### src/rtl/hdmi_pattern_sequencer_pkg.sv
// Shared constants for the HDMI test-pattern sequencer: pattern codes,
// colour-bar palette and sequencer state encoding.
package hdmi_pattern_pkg;

    localparam logic [1:0] PAT_GRADIENT = 2'd0;
    localparam logic [1:0] PAT_BARS     = 2'd1;
    localparam logic [1:0] PAT_CHECKER  = 2'd2;
    localparam logic [1:0] PAT_SOLID    = 2'd3;

    // Entry i is the bar colour for cx[6:4] == i (entry 0 sits in the low bits).
    localparam logic [7:0][23:0] BAR_COLORS = {
        24'h999999, 24'hffffff, 24'h00ffff, 24'hff00ff,
        24'hffff00, 24'hff0000, 24'h00ff00, 24'h0000ff
    };

    typedef enum logic {
        ST_RUN     = 1'b0,
        ST_PENDING = 1'b1
    } seq_state_t;

endpackage

### src/rtl/hdmi_pattern_sequencer_if.sv
// Pattern-change request channel between board logic and the sequencer.
interface hdmi_pattern_sequencer_if;

    logic       mode_req_valid;
    logic [1:0] mode_req_pattern;
    logic       mode_req_ready;

    modport master (output mode_req_valid, output mode_req_pattern, input mode_req_ready);
    modport slave  (input mode_req_valid, input mode_req_pattern, output mode_req_ready);

endinterface

### src/rtl/hdmi_pattern_sequencer_pattern_generator.sv
// Combinational pixel source: maps scan position + pattern to a colour,
// forcing black outside the active area.
module pattern_generator
    import hdmi_pattern_pkg::*;
#(
    parameter int BIT_WIDTH     = 10,
    parameter int SCREEN_WIDTH  = 640,
    parameter int SCREEN_HEIGHT = 480
) (
    input  logic [BIT_WIDTH-1:0] cx,
    input  logic [BIT_WIDTH-1:0] cy,
    input  logic [1:0]           pattern,
    input  logic [23:0]          solid_color,
    output logic [23:0]          pixel
);

    // Gradient always packs 10-bit coordinates regardless of counter width.
    logic [9:0] cx10;
    logic [9:0] cy10;
    logic       blank;

    assign cx10  = 10'(cx);
    assign cy10  = 10'(cy);
    assign blank = (cx >= BIT_WIDTH'(SCREEN_WIDTH)) || (cy >= BIT_WIDTH'(SCREEN_HEIGHT));

    // Pattern select with blanking override.
    always_comb begin
        pixel = 24'h000000;
        if (!blank) begin
            case (pattern)
                PAT_GRADIENT: pixel = {cx10, cy10, 4'd0};
                PAT_BARS:     pixel = BAR_COLORS[cx[6:4]];
                PAT_CHECKER:  pixel = (cx[4] ^ cy[4]) ? 24'hffffff : 24'h000000;
                PAT_SOLID:    pixel = solid_color;
                default:      pixel = 24'h000000;
            endcase
        end
    end

endmodule

### src/rtl/hdmi_pattern_sequencer.sv
// Drives the hdmi core's rgb input: picks one of four test patterns and
// only switches pattern on a frame boundary (auto-advance or request).
module hdmi_pattern_sequencer
    import hdmi_pattern_pkg::*;
#(
    parameter int BIT_WIDTH          = 10,
    parameter int SCREEN_WIDTH       = 640,
    parameter int SCREEN_HEIGHT      = 480,
    parameter int FRAMES_PER_PATTERN = 60
) (
    input  logic                  clk_pixel,
    input  logic                  reset,
    input  logic [BIT_WIDTH-1:0]  cx,
    input  logic [BIT_WIDTH-1:0]  cy,
    input  logic                  auto_enable,
    hdmi_pattern_sequencer_if.slave mode_req,
    input  logic [23:0]           solid_rgb,
    output logic [23:0]           rgb,
    output logic [1:0]            pattern,
    output logic                  frame_start
);

    localparam logic [7:0] CNT_LAST = 8'(FRAMES_PER_PATTERN - 1);

    seq_state_t  state, state_nxt;
    logic        fs;
    logic [1:0]  pattern_nxt;
    logic [1:0]  pending, pending_nxt;
    logic [7:0]  frame_cnt, cnt_nxt;
    logic [23:0] solid_latch;
    logic [23:0] solid_cur;
    logic [23:0] pixel;

    assign fs                      = (cx == '0) && (cy == '0);
    assign mode_req.mode_req_ready = (state == ST_RUN);

    // Next-state: frame-count auto-advance in RUN, apply latched request in PENDING.
    always_comb begin
        state_nxt   = state;
        pattern_nxt = pattern;
        cnt_nxt     = frame_cnt;
        pending_nxt = pending;
        case (state)
            ST_RUN: begin
                // A request arriving on fs still lets that fs auto-advance.
                if (fs && auto_enable) begin
                    if (frame_cnt == CNT_LAST) begin
                        pattern_nxt = pattern + 2'd1;
                        cnt_nxt     = '0;
                    end else begin
                        cnt_nxt = frame_cnt + 8'd1;
                    end
                end
                if (mode_req.mode_req_valid) begin
                    pending_nxt = mode_req.mode_req_pattern;
                    state_nxt   = ST_PENDING;
                end
            end
            ST_PENDING: begin
                if (fs) begin
                    pattern_nxt = pending;
                    cnt_nxt     = '0;
                    state_nxt   = ST_RUN;
                end
            end
            default: state_nxt = ST_RUN;
        endcase
    end

    // Sequencer state register.
    always_ff @(posedge clk_pixel or posedge reset) begin
        if (reset) begin
            state     <= ST_RUN;
            pattern   <= PAT_GRADIENT;
            frame_cnt <= '0;
            pending   <= PAT_GRADIENT;
        end else begin
            state     <= state_nxt;
            pattern   <= pattern_nxt;
            frame_cnt <= cnt_nxt;
            pending   <= pending_nxt;
        end
    end

    // The first pixel of a frame already sees the new solid colour.
    assign solid_cur = fs ? solid_rgb : solid_latch;

    pattern_generator #(
        .BIT_WIDTH     (BIT_WIDTH),
        .SCREEN_WIDTH  (SCREEN_WIDTH),
        .SCREEN_HEIGHT (SCREEN_HEIGHT)
    ) u_gen (
        .cx          (cx),
        .cy          (cy),
        .pattern     (pattern_nxt),
        .solid_color (solid_cur),
        .pixel       (pixel)
    );

    // Registered pixel output, frame marker and per-frame solid colour capture.
    always_ff @(posedge clk_pixel or posedge reset) begin
        if (reset) begin
            rgb         <= 24'h000000;
            frame_start <= 1'b0;
            solid_latch <= 24'h000000;
        end else begin
            rgb         <= pixel;
            frame_start <= fs;
            if (fs) solid_latch <= solid_rgb;
        end
    end

endmodule
### src/flat_wrapper.sv
// flat-port wrapper written by rule: the top's interface ports become plain ports
module hdmi_pattern_sequencer_flat import hdmi_pattern_pkg::*;
#(
    parameter int BIT_WIDTH          = 10,
    parameter int SCREEN_WIDTH       = 640,
    parameter int SCREEN_HEIGHT      = 480,
    parameter int FRAMES_PER_PATTERN = 60
)
  (clk_pixel, reset, cx, cy, auto_enable, solid_rgb, rgb, pattern, frame_start, mode_req_mode_req_valid, mode_req_mode_req_pattern, mode_req_mode_req_ready);
  hdmi_pattern_sequencer_if mode_req_i ();
  input  logic clk_pixel;
  input  logic reset;
  input  logic [BIT_WIDTH-1:0] cx;
  input  logic [BIT_WIDTH-1:0] cy;
  input  logic auto_enable;
  input  logic [23:0] solid_rgb;
  output logic [23:0] rgb;
  output logic [1:0] pattern;
  output logic frame_start;
  input wire logic [$bits(mode_req_i.mode_req_valid)-1:0] mode_req_mode_req_valid;
  input wire logic [$bits(mode_req_i.mode_req_pattern)-1:0] mode_req_mode_req_pattern;
  output wire logic [$bits(mode_req_i.mode_req_ready)-1:0] mode_req_mode_req_ready;
  assign mode_req_i.mode_req_valid = mode_req_mode_req_valid;
  assign mode_req_i.mode_req_pattern = mode_req_mode_req_pattern;
  assign mode_req_mode_req_ready = mode_req_i.mode_req_ready;
  hdmi_pattern_sequencer #(.BIT_WIDTH(BIT_WIDTH), .SCREEN_WIDTH(SCREEN_WIDTH), .SCREEN_HEIGHT(SCREEN_HEIGHT), .FRAMES_PER_PATTERN(FRAMES_PER_PATTERN)) u_core (.clk_pixel(clk_pixel), .reset(reset), .cx(cx), .cy(cy), .auto_enable(auto_enable), .mode_req(mode_req_i), .solid_rgb(solid_rgb), .rgb(rgb), .pattern(pattern), .frame_start(frame_start));
endmodule
### config.mk
export PLATFORM = sky130hd
export DESIGN_NAME = hdmi_pattern_sequencer_flat
export DESIGN_NICKNAME = d
export VERILOG_FILES = /design/src/rtl/hdmi_pattern_sequencer_pkg.sv /design/src/rtl/hdmi_pattern_sequencer_if.sv /design/src/rtl/hdmi_pattern_sequencer_pattern_generator.sv /design/src/rtl/hdmi_pattern_sequencer.sv /design/src/flat_wrapper.sv
export SDC_FILE = /design/constraint.sdc
export NUM_CORES = 1
export LEC_CHECK = 0
export ABC_CLOCK_PERIOD_IN_PS = 6600
export CELL_PAD_IN_SITES_DETAIL_PLACEMENT = 2
export CELL_PAD_IN_SITES_GLOBAL_PLACEMENT = 2
export CORE_MARGIN = 2
export CORE_UTILIZATION = 33
export CTS_CLUSTER_SIZE = 40
export DETAILED_ROUTE_END_ITERATION = 16
export HOLD_SLACK_MARGIN = 0.08
export PLACE_DENSITY_LB_ADDON = 0.2
export SYNTH_ARGS = -nofsm -noshare
export SYNTH_HDL_FRONTEND = slang
export SYNTH_SLANG_ARGS = --single-unit
### constraint.sdc
create_clock -name clk_pixel -period 6.6 [get_ports clk_pixel]
set_input_delay 0.66 -clock clk_pixel [delete_from_list [all_inputs] [get_ports clk_pixel]]
set_output_delay 0.66 -clock clk_pixel [all_outputs]
set_load 0.005 [all_outputs]
==> flow_summary.ini, run 1 <==
[clock_network]
ctsRootBufferMaster = clkbuf_8
cts_sinks = 62
clk_pin_slew_worst_paths_ps = 80
ctsResizeCount = 0
insertion_delay_ps = 350
clock_path_buffers = 2
cts_setup_buffers = 0
cts_max_level = 3
numCtsBuffers = 9
cts_hold_buffers = 0
cts_tree = done

[routing]
ant_nets = 0
first_iter_violations = 35
wl_um = 9440
drc = 0
drt_first_pass_iters = 4
via_per_inst = 5.42
via_count = 2586
wire_per_inst_um = 19.8

[flow_run]
max_cap_viol_count = 0

[grt]
met1_usage = 0.236
overflow = 0
met2_usage = 0.351
busiest_layer = met2
antenna_found_initial = 0
grt_usage = 0.199
grt_pass1_vias = 2930
grt_pass1_wl_um = 15400
grt_use_met3 = 0.0386
grt_max_degree = 63

[critical_path]
worstSetupPathType = in2reg
endpoint_kind = register
crit_fanout = 21
critPathLaunchType = input port
arrival_ps = 4690
worstPathRequired_ps = 6890

[sta]
hold_violations = 0
skew_ps = 10.9
period_minus_slack_ps = 4400
relSlewSlack = 0.397
finalSetupTns_ps = 0
rsz0062_at_grt = no
worstMarginPinSlew_ps = 903
setup_violations = 0
max_freq_mhz = 227
finalCritPeriodShare = 0.666
setup_slack_ps = 2200
drv_slew = 0

[layout]
layout.nets = 416
area_growth_pct = 33.0
antennaDiodeCount = 0
drive_gt1_frac = 0.194

[synthesis]
synth_flop_cell = dfrtp_1
synth_area_leaders = dfrtp_1 50%, mux2_2 9.4%, o21ai_0 3.0%
ys_seq_area_frac = 0.497
syn-num-nets = 341
synth.largest_area_cell = dfrtp_1
synthDistinctLibCells = 56
ys_seq_elements = 62
ys.warnings.count = 0
netlist.area_leader.share = 0.497
synth_edf_count = 0
syn_inst = 286
synthesis.area_sq_um = 3120
syn_avg_cell_area_sq_um = 10.9
ys_async_sr_fraction = 1.00

[floorplanning]
core.rowCount = 35
dieArea_sq_um = 10300
die_w_um = 101
ios = 78
die_h_um = 101
initial_core_util = 0.340
coreArea_sq_um = 9200

[power]
fin_total_pwr_uw = 855
peakVddDrop_mv = 0.0945
powerDensity_nw_per_um2 = 206
total_leakage_power_nw = 1.80

[placed_design]
place_ws_ps = 1920
hpwl_um = 6730
numPortBuffers = 77
place_congestion = 0.803

[status]
status = complete, no violations

[worst_hold_path]
hold_path_class = reg2reg
-- cell usage after synthesis (5+ instances only) --
| cell type | instances |
|---|---|
| nand3_1 | 16 |
| buf_2 | 6 |
| a21oi_1 | 17 |
| dfrtp_1 | 62 |
| and3_1 | 8 |
| nor3_1 | 6 |
| o21ai_0 | 19 |
| ha_1 | 5 |
| mux2_2 | 26 |
| inv_1 | 6 |
| nor2_1 | 12 |
| nand2_1 | 23 |
-- critical path, cell delays in order --
cell and delay (ps):
clkdlybuf4s50_1 710, inv_1 230, ha_1 180, nor4b_1 350, nand3_1 220, nor4_1 290, or4_1 710, inv_2 360
a22o_1 290, a221oi_2 410, o221a_2 270
-- cell families (layout without fill, tap and decap cells) --
kind of cell	count (synthesis)	after routing	share of synthesized area
xor+xnor	5	5	0.0140
mux	27	27	0.0970
compound gates	68	68	0.157
fa+ha+maj	5	5	0.0200
simple gates	96	96	0.173
buf+inv	23	103	0.0421
flops	62	62	0.497
-- final timing paths --
path	startpoint	end	slack (ps)	cells past startpoint
max reg2reg	u_core.frame_cnt[0]	u_core.rgb[18]	3020	9
max in group asynchronous	reset	u_core.solid_latch[11]	5200	3
min in group asynchronous	reset	u_core.solid_latch[10]	880	3
min	u_core.solid_latch[20]	u_core.solid_latch[20]	490	1
max	cx[4]	u_core.rgb[18]	2200	11
min reg2reg	u_core.solid_latch[20]	u_core.solid_latch[20]	490	1
-- per-layer routing --
layer  share of wire  vias up  routed length [um]
li1                -     1183                   -
met1            0.43     1325                4090
met2            0.51       61                4810
met3           0.037       17                 349
met4           0.020        0                 186
met5               0        -                   0
-- through the flow --
| step | instances | hold slack [ps] | area [sq um] | utilization |
|---|---|---|---|---|
| finish | 477 | 494 | 4150 | 0.452 |
| global route | 477 | 516 | 4150 | 0.452 |
| CTS | 477 | 504 | 4150 | 0.452 |
| detailed placement | 461 | 486 | 3950 | 0.429 |
| global placement | 461 | 481 | 3950 | 0.429 |
| floorplan | 286 | 460 | 3120 | - |
-- sequential cells by signal, indices dropped and copies added, names as in the netlist --
signal,cells
u_core.rgb,24
u_core.frame_cnt,8
u_core.pending,2
u_core.frame_start,1
u_core.pattern,2
u_core.solid_latch,24
u_core.state,1
-- power by group --
group          switching [mW]  total, mW  internal [mW]
Sequential            0.00413      0.394          0.390
Clock                   0.163      0.358          0.195
Combinational          0.0469      0.103         0.0564
Total                   0.214      0.855          0.642
-- area by class of cell --
class,count,area (sq um)
clock buffers,11,151
clock inverters,5,56.3
fillers,979,5040
inverters,8,30.0
multi-input cells,201,1440
flip-flops and latches,62,1550
well taps,111,139
repair buffers,79,786
-- cells in the final DEF (no fill, tap or decap), types with 5 or more instances in the layout --
| master | Yosys | final |
|---|---|---|
| a21oi_1 | 17 | 17 |
| and3_1 | 8 | 8 |
| inv_1 | 6 | 5 |
| nor3_1 | 6 | 6 |
| clkdlybuf4s50_1 | 0 | 77 |
| nand2_1 | 23 | 23 |
| mux2_2 | 26 | 26 |
| dfrtp_1 | 62 | 62 |
| ha_1 | 5 | 5 |
| o21ai_0 | 19 | 19 |
| clkbuf_8 | 0 | 11 |
| nand3_1 | 16 | 16 |
| nor2_1 | 12 | 12 |
Power figures use the tool's default switching activity.
==> inputs of run 2 (changes only) <==
ABC_CLOCK_PERIOD_IN_PS = 4600   (was 6600)
CORE_UTILIZATION = 31   (was 33)
clock period = 4.6 ns   (was 6.6 ns; I/O delays follow)
==> flow_summary.ini, run 2 (same netlist as run 1, synthesis figures left out) <==
[status]
status = complete, no violations

[layout]
layoutNonFillerInstCount = 504
final_common_cell = clkdlybuf4s50_1
fin_area_sq_um = 4230
fin_util = 0.433
area_growth_pct = 35.6
top_regs = u_core.rgb x24, u_core.solid_latch x24, u_core.frame_cnt x8
antennaDiodeCount = 0
layout.nets = 421
fill_cells = 1043
drive_gt1_frac = 0.205
final_cell_mix = 77 x clkdlybuf4s50_1, 62 x dfrtp_1, 26 x mux2_2

[grt]
grt_pass1_vias = 2867
overflow = 0
antenna_found_initial = 0
grt_max_degree = 63
grt_pass1_wl_um = 15600
grt_usage = 0.185

[placed_design]
place_ws_ps = 788
place_congestion = 0.816
dpl_cell_area_sq_um = 4010
numPortBuffers = 77
numPlacedInstances = 488
hpwl_um = 6830

[floorplanning]
initial_core_util = 0.320
ios = 78
core.rowCount = 36
die_h_um = 104
dieArea_sq_um = 10900
die_w_um = 104
coreArea_sq_um = 9770

[clock_network]
clock_path_buffers = 2
cts_max_level = 3
ctsRootBufferMaster = clkbuf_8
cts_hold_buffers = 0
ctsResizeCount = 0
clk_pin_slew_worst_paths_ps = 70
insertion_delay_ps = 350
cts_sinks = 62
cts_tree = done
numCtsBuffers = 9
cts_setup_buffers = 0

[sta]
finalSetupTns_ps = 0
holdWs_ps = 495
finalCritPeriodShare = 0.759
worstMarginPinSlew_ps = 844
skew_ps = 5.01
relSlewSlack = 0.437
setup_slack_ps = 1110
period_minus_slack_ps = 3490
rsz0062_at_grt = no
drv_slew = 0
hold_violations = 0
setup_violations = 0
max_freq_mhz = 286

[routing]
ant_nets = 0
drt_first_pass_iters = 4
via_count = 2578
wl_um = 9410
drc = 0
wire_per_inst_um = 18.7
first_iter_violations = 40
via_per_inst = 5.12

[critical_path]
arrival_ps = 3780
crit_fanout = 15
worstPathRequired_ps = 4890
endpoint_kind = register
critPathLaunchType = input port
worstSetupPathType = in2reg

[power]
fin_total_pwr_mw = 1.27
peakVddDrop_mv = 0.114
powerDensity_nw_per_um2 = 300
total_leakage_power_nw = 1.83

[worst_hold_path]
hold_path_class = reg2reg

[flow_run]
max_cap_viol_count = 0
[run 2: path summary, 6_finish.rpt]
| path | slack [ps] | end | cells after the start | from |
|---|---|---|---|---|
| max in group asynchronous | 3390 | u_core.rgb[18] | 3 | reset |
| min | 500 | u_core.solid_latch[20] | 1 | u_core.solid_latch[20] |
| min in group asynchronous | 670 | u_core.frame_cnt[4] | 3 | reset |
| max | 1110 | u_core.rgb[17] | 11 | cx[5] |
| min reg2reg | 500 | u_core.solid_latch[20] | 1 | u_core.solid_latch[20] |
| max reg2reg | 1540 | u_core.rgb[17] | 9 | u_core.frame_cnt[0] |
[run 2: layout make-up]
class,count,area (sq um),area share
flip-flops and latches,62,1550,0.366
multi-input cells,201,1440,0.340
repair buffers,84,823,0.194
well taps,133,166,0.0393
clock buffers,10,138,0.0325
clock inverters,6,85.1,0.0201
inverters,8,30.0,0.00709
[run 2: critical path: stages]
cell and delay, ps:
clkdlybuf4s50_1 470, inv_1 180, ha_1 190, nor4b_1 390, nand3_1 220, o21ai_0 180, and3_1 490, inv_2 280
a22o_1 310, a221oi_2 350, o221a_2 260
[run 2: power breakdown]
group | internal [mW] | switching [mW] | total [mW]
Clock | 0.318 | 0.235 | 0.553
Sequential | 0.560 | 0.00597 | 0.566
Combinational | 0.0823 | 0.0674 | 0.150
Total | 0.960 | 0.309 | 1.27
[run 2: layer usage]
metal | up-vias | global-route usage | share of wire
met5 | - | 0 | 0
met4 | 0 | 0.0695 | 0.019
met3 | 13 | 0.0370 | 0.033
met2 | 52 | 0.308 | 0.50
met1 | 1318 | 0.235 | 0.45
li1 | 1195 | - | -
==> patch 1, RTL diff (flow settings as in run 2) <==
The output `rgb` loses its register stage (`rgb` becomes a continuous assignment).
--- a/src/rtl/hdmi_pattern_sequencer.sv
+++ b/src/rtl/hdmi_pattern_sequencer.sv
@@ -102,3 +102,2 @@
         if (reset) begin
-            rgb         <= 24'h000000;
             frame_start <= 1'b0;
@@ -106,3 +105,2 @@
         end else begin
-            rgb         <= pixel;
             frame_start <= fs;
@@ -112,2 +110,4 @@
 
+    assign rgb = pixel;
+
 endmodule
Behaviour: not the same (Yosys sat finds a counterexample within 4 cycles, from zero or initial values and one cycle with reset high).
==> patch 1 against run 2 <==
Sequential share of layout area is 9.7 points lower; worst setup slack worse by 0.84 ns; hold slack worse by 0.023 ns; sequential power is 40% lower; wire length is 0.81% lower; combinational power is 19% lower; final area is 16% lower; power is 40% lower; die area is 18% lower; sequential cell count is 24 lower; critical path depth is 1 higher; area after synthesis is 19% lower.
==> patch 1: results <==
[pwr]
vdd_drop_max_v = 0.0001028
cellLeakagePower_uw = 0.001471

[global_routing]
grt_first_pass_wirelength_mm = 15.66
antenna_found_initial = 0
grtUsageTotal = 0.2248
grt_max_degree = 39
grt_pass1_vias = 3116

[worst_setup_path]
r2r_start = "u_core.frame_cnt[0]"
cp_slowest_cell = "clkdlybuf4s50_1"
cp_top_family = "buffers and inverters"
crit_arrival_ns = 3.88
cp-start-kind = "input port"
startpoint = "cx[5]"
worst-path-max-fanout = 34
slowest_delay_ns = 0.53

[worst_hold_path]
hold_class = "reg -> reg"
hold_path_startpoint = "u_core.solid_latch[4]"

[clock_network]
post_cts_buffers = 0
numCtsBuffers = 5
clockBufferDepth = 2
root_buffer = "clkbuf_8"
cts_resized = 0
htreeDepth = 2
clkLatencyLatePin_ns = 0.30
clk_pin_slew_ns = 0.08

[detailed_routing]
wl_per_cell_um = 18.86
drtIter0Drc = 98
vias_per_cell = 5.446
firstDrtPassIters = 4

[placed_design]
portBuffers = 77
dp_slack_ns = 0.2651
dp_hpwl_mm = 7.134
gp_congestion = 0.8655
placed_area_sq_um = 3418

[logic_synthesis]
ys_seq_area_frac = 0.3755
synth_edf_count = 0
yosysWarnings = 0
synth_common_cells = "86 x nand2_1, 38 x dfrtp_1, 20 x a21oi_1, 20 x o21ai_0, 16 x o211ai_1"
yosys.area.top_type = "dfrtp_1"
yosys.cell_types.count = 48
async_flop_share = 1.000
synth_nets = 372
synthTopCellsByArea = "dfrtp_1 38%, nand2_1 13%, o211ai_1 4.7%"

[layout]
reg.largest.list = "u_core.solid_latch: 24 flops, u_core.frame_cnt: 8 flops"
nets = 448
drive_gt1_frac = 0.09669
antenna_cells = 0

[timing]
tightestPinTransition_ns = 0.5159
hold_viol_final = 0
clock_skew_ns = 0.004833

[outcome]
status = "finished, final reports clean"
## patch 1: cell count changes after synthesis, moves of 4 or more
cell	run 2	this run
a31oi_1	2	9
and3_1	8	4
dfrtp_1	62	38
mux2_2	26	5
clkbuf_1	3	13
o211ai_1	4	16
o221a_2	4	0
a211oi_1	1	5
or3_1	0	5
buf_2	6	1
o22ai_1	0	5
nand2_1	23	86
## patch 1: tightest hold or removal path: cells and delay by family (launching register included)
kind,cells,cell delay (ns)
AND/OR/NAND/NOR,2,0.11
flip-flops,1,0.33
## patch 1: power by group
| part | switching (uW) | internal (uW) | total (uW) |
|---|---|---|---|
| Clock | 125 | 174 | 299 |
| Sequential | 1.30 | 336 | 337 |
| Combinational | 54.3 | 67.4 | 122 |
## patch 1: per-layer routing
metal  share of wire  track usage  vias up
li1                -            -     1283
met1            0.46       0.2842     1336
met2            0.49       0.4024       64
met3           0.034      0.03113       13
met4           0.016      0.05918        0
met5               0            0        -
## patch 1: final cells by class
class / instances / area, sq um
Sequential cell: 38 / 950.9
Clock buffer: 6 / 82.58
Tap cell: 102 / 127.6
Timing Repair Buffer: 88 / 853.3
Fill cell: 889 / 4272
Multi-Input combinational cell: 251 / 1455
Inverter: 9 / 36.28
Clock inverter: 1 / 30.03
## patch 1: metrics by stage
stage                       util  hold slack, ns  instances
after CTS                 0.4522          0.4746        495
after detailed placement  0.4378          0.4567        488
after global placement    0.4378          0.4479        488
after global routing      0.4529          0.5036        495
after floorplan                -          0.4327        317
final                     0.4529          0.4723        495
## patch 1: cells by family after synthesis
logic type,count (synthesis),share of synthesized area
DFF,38,0.3755
xor gates and xnor gates,4,0.01384
adders and majority gates,5,0.02470
AOI/OAI and AO/OA,87,0.2253
muxes,7,0.03014
and+or+nand+nor,148,0.2786
buffers and inverters,28,0.05188
## patch 1: final timing paths
kind | slack, ns | end | cells after the start
min | 0.47 | u_core.solid_latch[4] | 2
max | 0.26 | rgb[6] | 12
max reg2reg | 2.23 | u_core.pattern[1] | 6
min reg2reg | 0.47 | u_core.solid_latch[4] | 2
min in group asynchronous | 0.58 | u_core.solid_latch[7] | 3
max in group asynchronous | 3.66 | u_core.solid_latch[19] | 3
==> patch 2, RTL diff (flow settings as in run 2) <==
Made on the original files. `BIT_WIDTH` is set to 10 in 3 places; all go to 8.
--- a/src/rtl/hdmi_pattern_sequencer_pattern_generator.sv
+++ b/src/rtl/hdmi_pattern_sequencer_pattern_generator.sv
@@ -5,3 +5,3 @@
 #(
-    parameter int BIT_WIDTH     = 10,
+    parameter int BIT_WIDTH     = 8,
     parameter int SCREEN_WIDTH  = 640,
--- a/src/rtl/hdmi_pattern_sequencer.sv
+++ b/src/rtl/hdmi_pattern_sequencer.sv
@@ -5,3 +5,3 @@
 #(
-    parameter int BIT_WIDTH          = 10,
+    parameter int BIT_WIDTH          = 8,
     parameter int SCREEN_WIDTH       = 640,
--- a/src/flat_wrapper.sv
+++ b/src/flat_wrapper.sv
@@ -3,3 +3,3 @@
 #(
-    parameter int BIT_WIDTH          = 10,
+    parameter int BIT_WIDTH          = 8,
     parameter int SCREEN_WIDTH       = 640,
Ports: changed (resized cx and cy); port bits go from 78 to 74. No check against the original RTL was run, so the function may have changed too.
==> patch 2 against run 2 <==
Area after synthesis down 6.5%; power rose by 8.9%; wire length decreased by 2.5%; largest power group is now the clock network; synthesized cell count increased by 7.0%; sequential cell count unchanged; final area shrank 4.9%; cell count fell by 0.79%; worst setup slack got worse by 0.15 ns; via count grew 1.7%.
==> patch 2: results <==
[outcome]
status = "finished, final reports clean"

[worst_setup_path]
r2r_start = "u_core.frame_cnt[2]"
cp_slowest_cell = "clkdlybuf4s50_1"
reg2reg_slack_ns = 1.71
slowest_delay_ns = 0.57
cp_top_family = "compound AO/OA/AOI/OAI gates"

[detailed_routing]
drtIter0Drc = 106
vias_per_cell = 5.244
wl_per_cell_um = 18.35

[layout]
nets = 435
fill_cells = 996
buffers = 79
multi_input_area_share = 0.3154
drive_gt1_frac = 0.1054
clk_share = 0.06122

[worst_hold_path]
hold_path_startpoint = "u_core.solid_latch[21]"
hold_depth = 2

[timing]
slew_headroom = 0.3613
clock_skew_ns = 0.01089

[pwr]
powerSeq_uw = 586
p_int_uw = 1029
cellLeakagePower_uw = 0.001858
vdd_drop_max_v = 0.0001742

[placed_design]
gp_congestion = 0.8713
dp_hpwl_mm = 6.603
portBuffers = 73

[logic_synthesis]
synthMuxAreaShare = 0.01457
synthTopCellsByArea = "dfrtp_1 53%, nand2_1 11%, o21ai_0 3.9%"
synth_nets = 357
yosys.cell_types.count = 51
synth_common_cells = "89 x nand2_1, 62 x dfrtp_1, 23 x o21ai_0, 15 x nor2_1, 14 x a21oi_1"

[global_routing]
grt_first_pass_wirelength_mm = 14.99
[patch 2: cell count changes in the layout (fill, tap and decap cells not counted), moves of 4 or more]
cell,change
mux2_2,-24
a221o_1,+6
a31o_2,+6
o221a_2,-4
nand3_1,-15
nor3_1,-4
clkdlybuf4s50_1,-4
o21ai_0,+4
nand2_1,+66
and3_1,-8
[patch 2: metal layers]
layer,wire [um],share of wire,track usage,vias to the layer above
li1,-,-,-,1228
met1,4383,0.48,0.2633,1325
met2,4375,0.48,0.3082,61
met3,365,0.040,0.03606,8
met4,52,0.0057,0.05613,0
met5,0,0,0,-
[patch 2: per-stage QoR]
| stage | total power, uW | util | hold WS, ns |
|---|---|---|---|
| final | 1381 | 0.4378 | 0.4799 |
| after global routing | 1444 | 0.4378 | 0.5124 |
| after CTS | 1399 | 0.4378 | 0.4873 |
| after detailed placement | 796.5 | 0.4110 | 0.4681 |
| after global placement | 791.8 | 0.4110 | 0.4542 |
| after floorplan | 686.7 | - | 0.4344 |
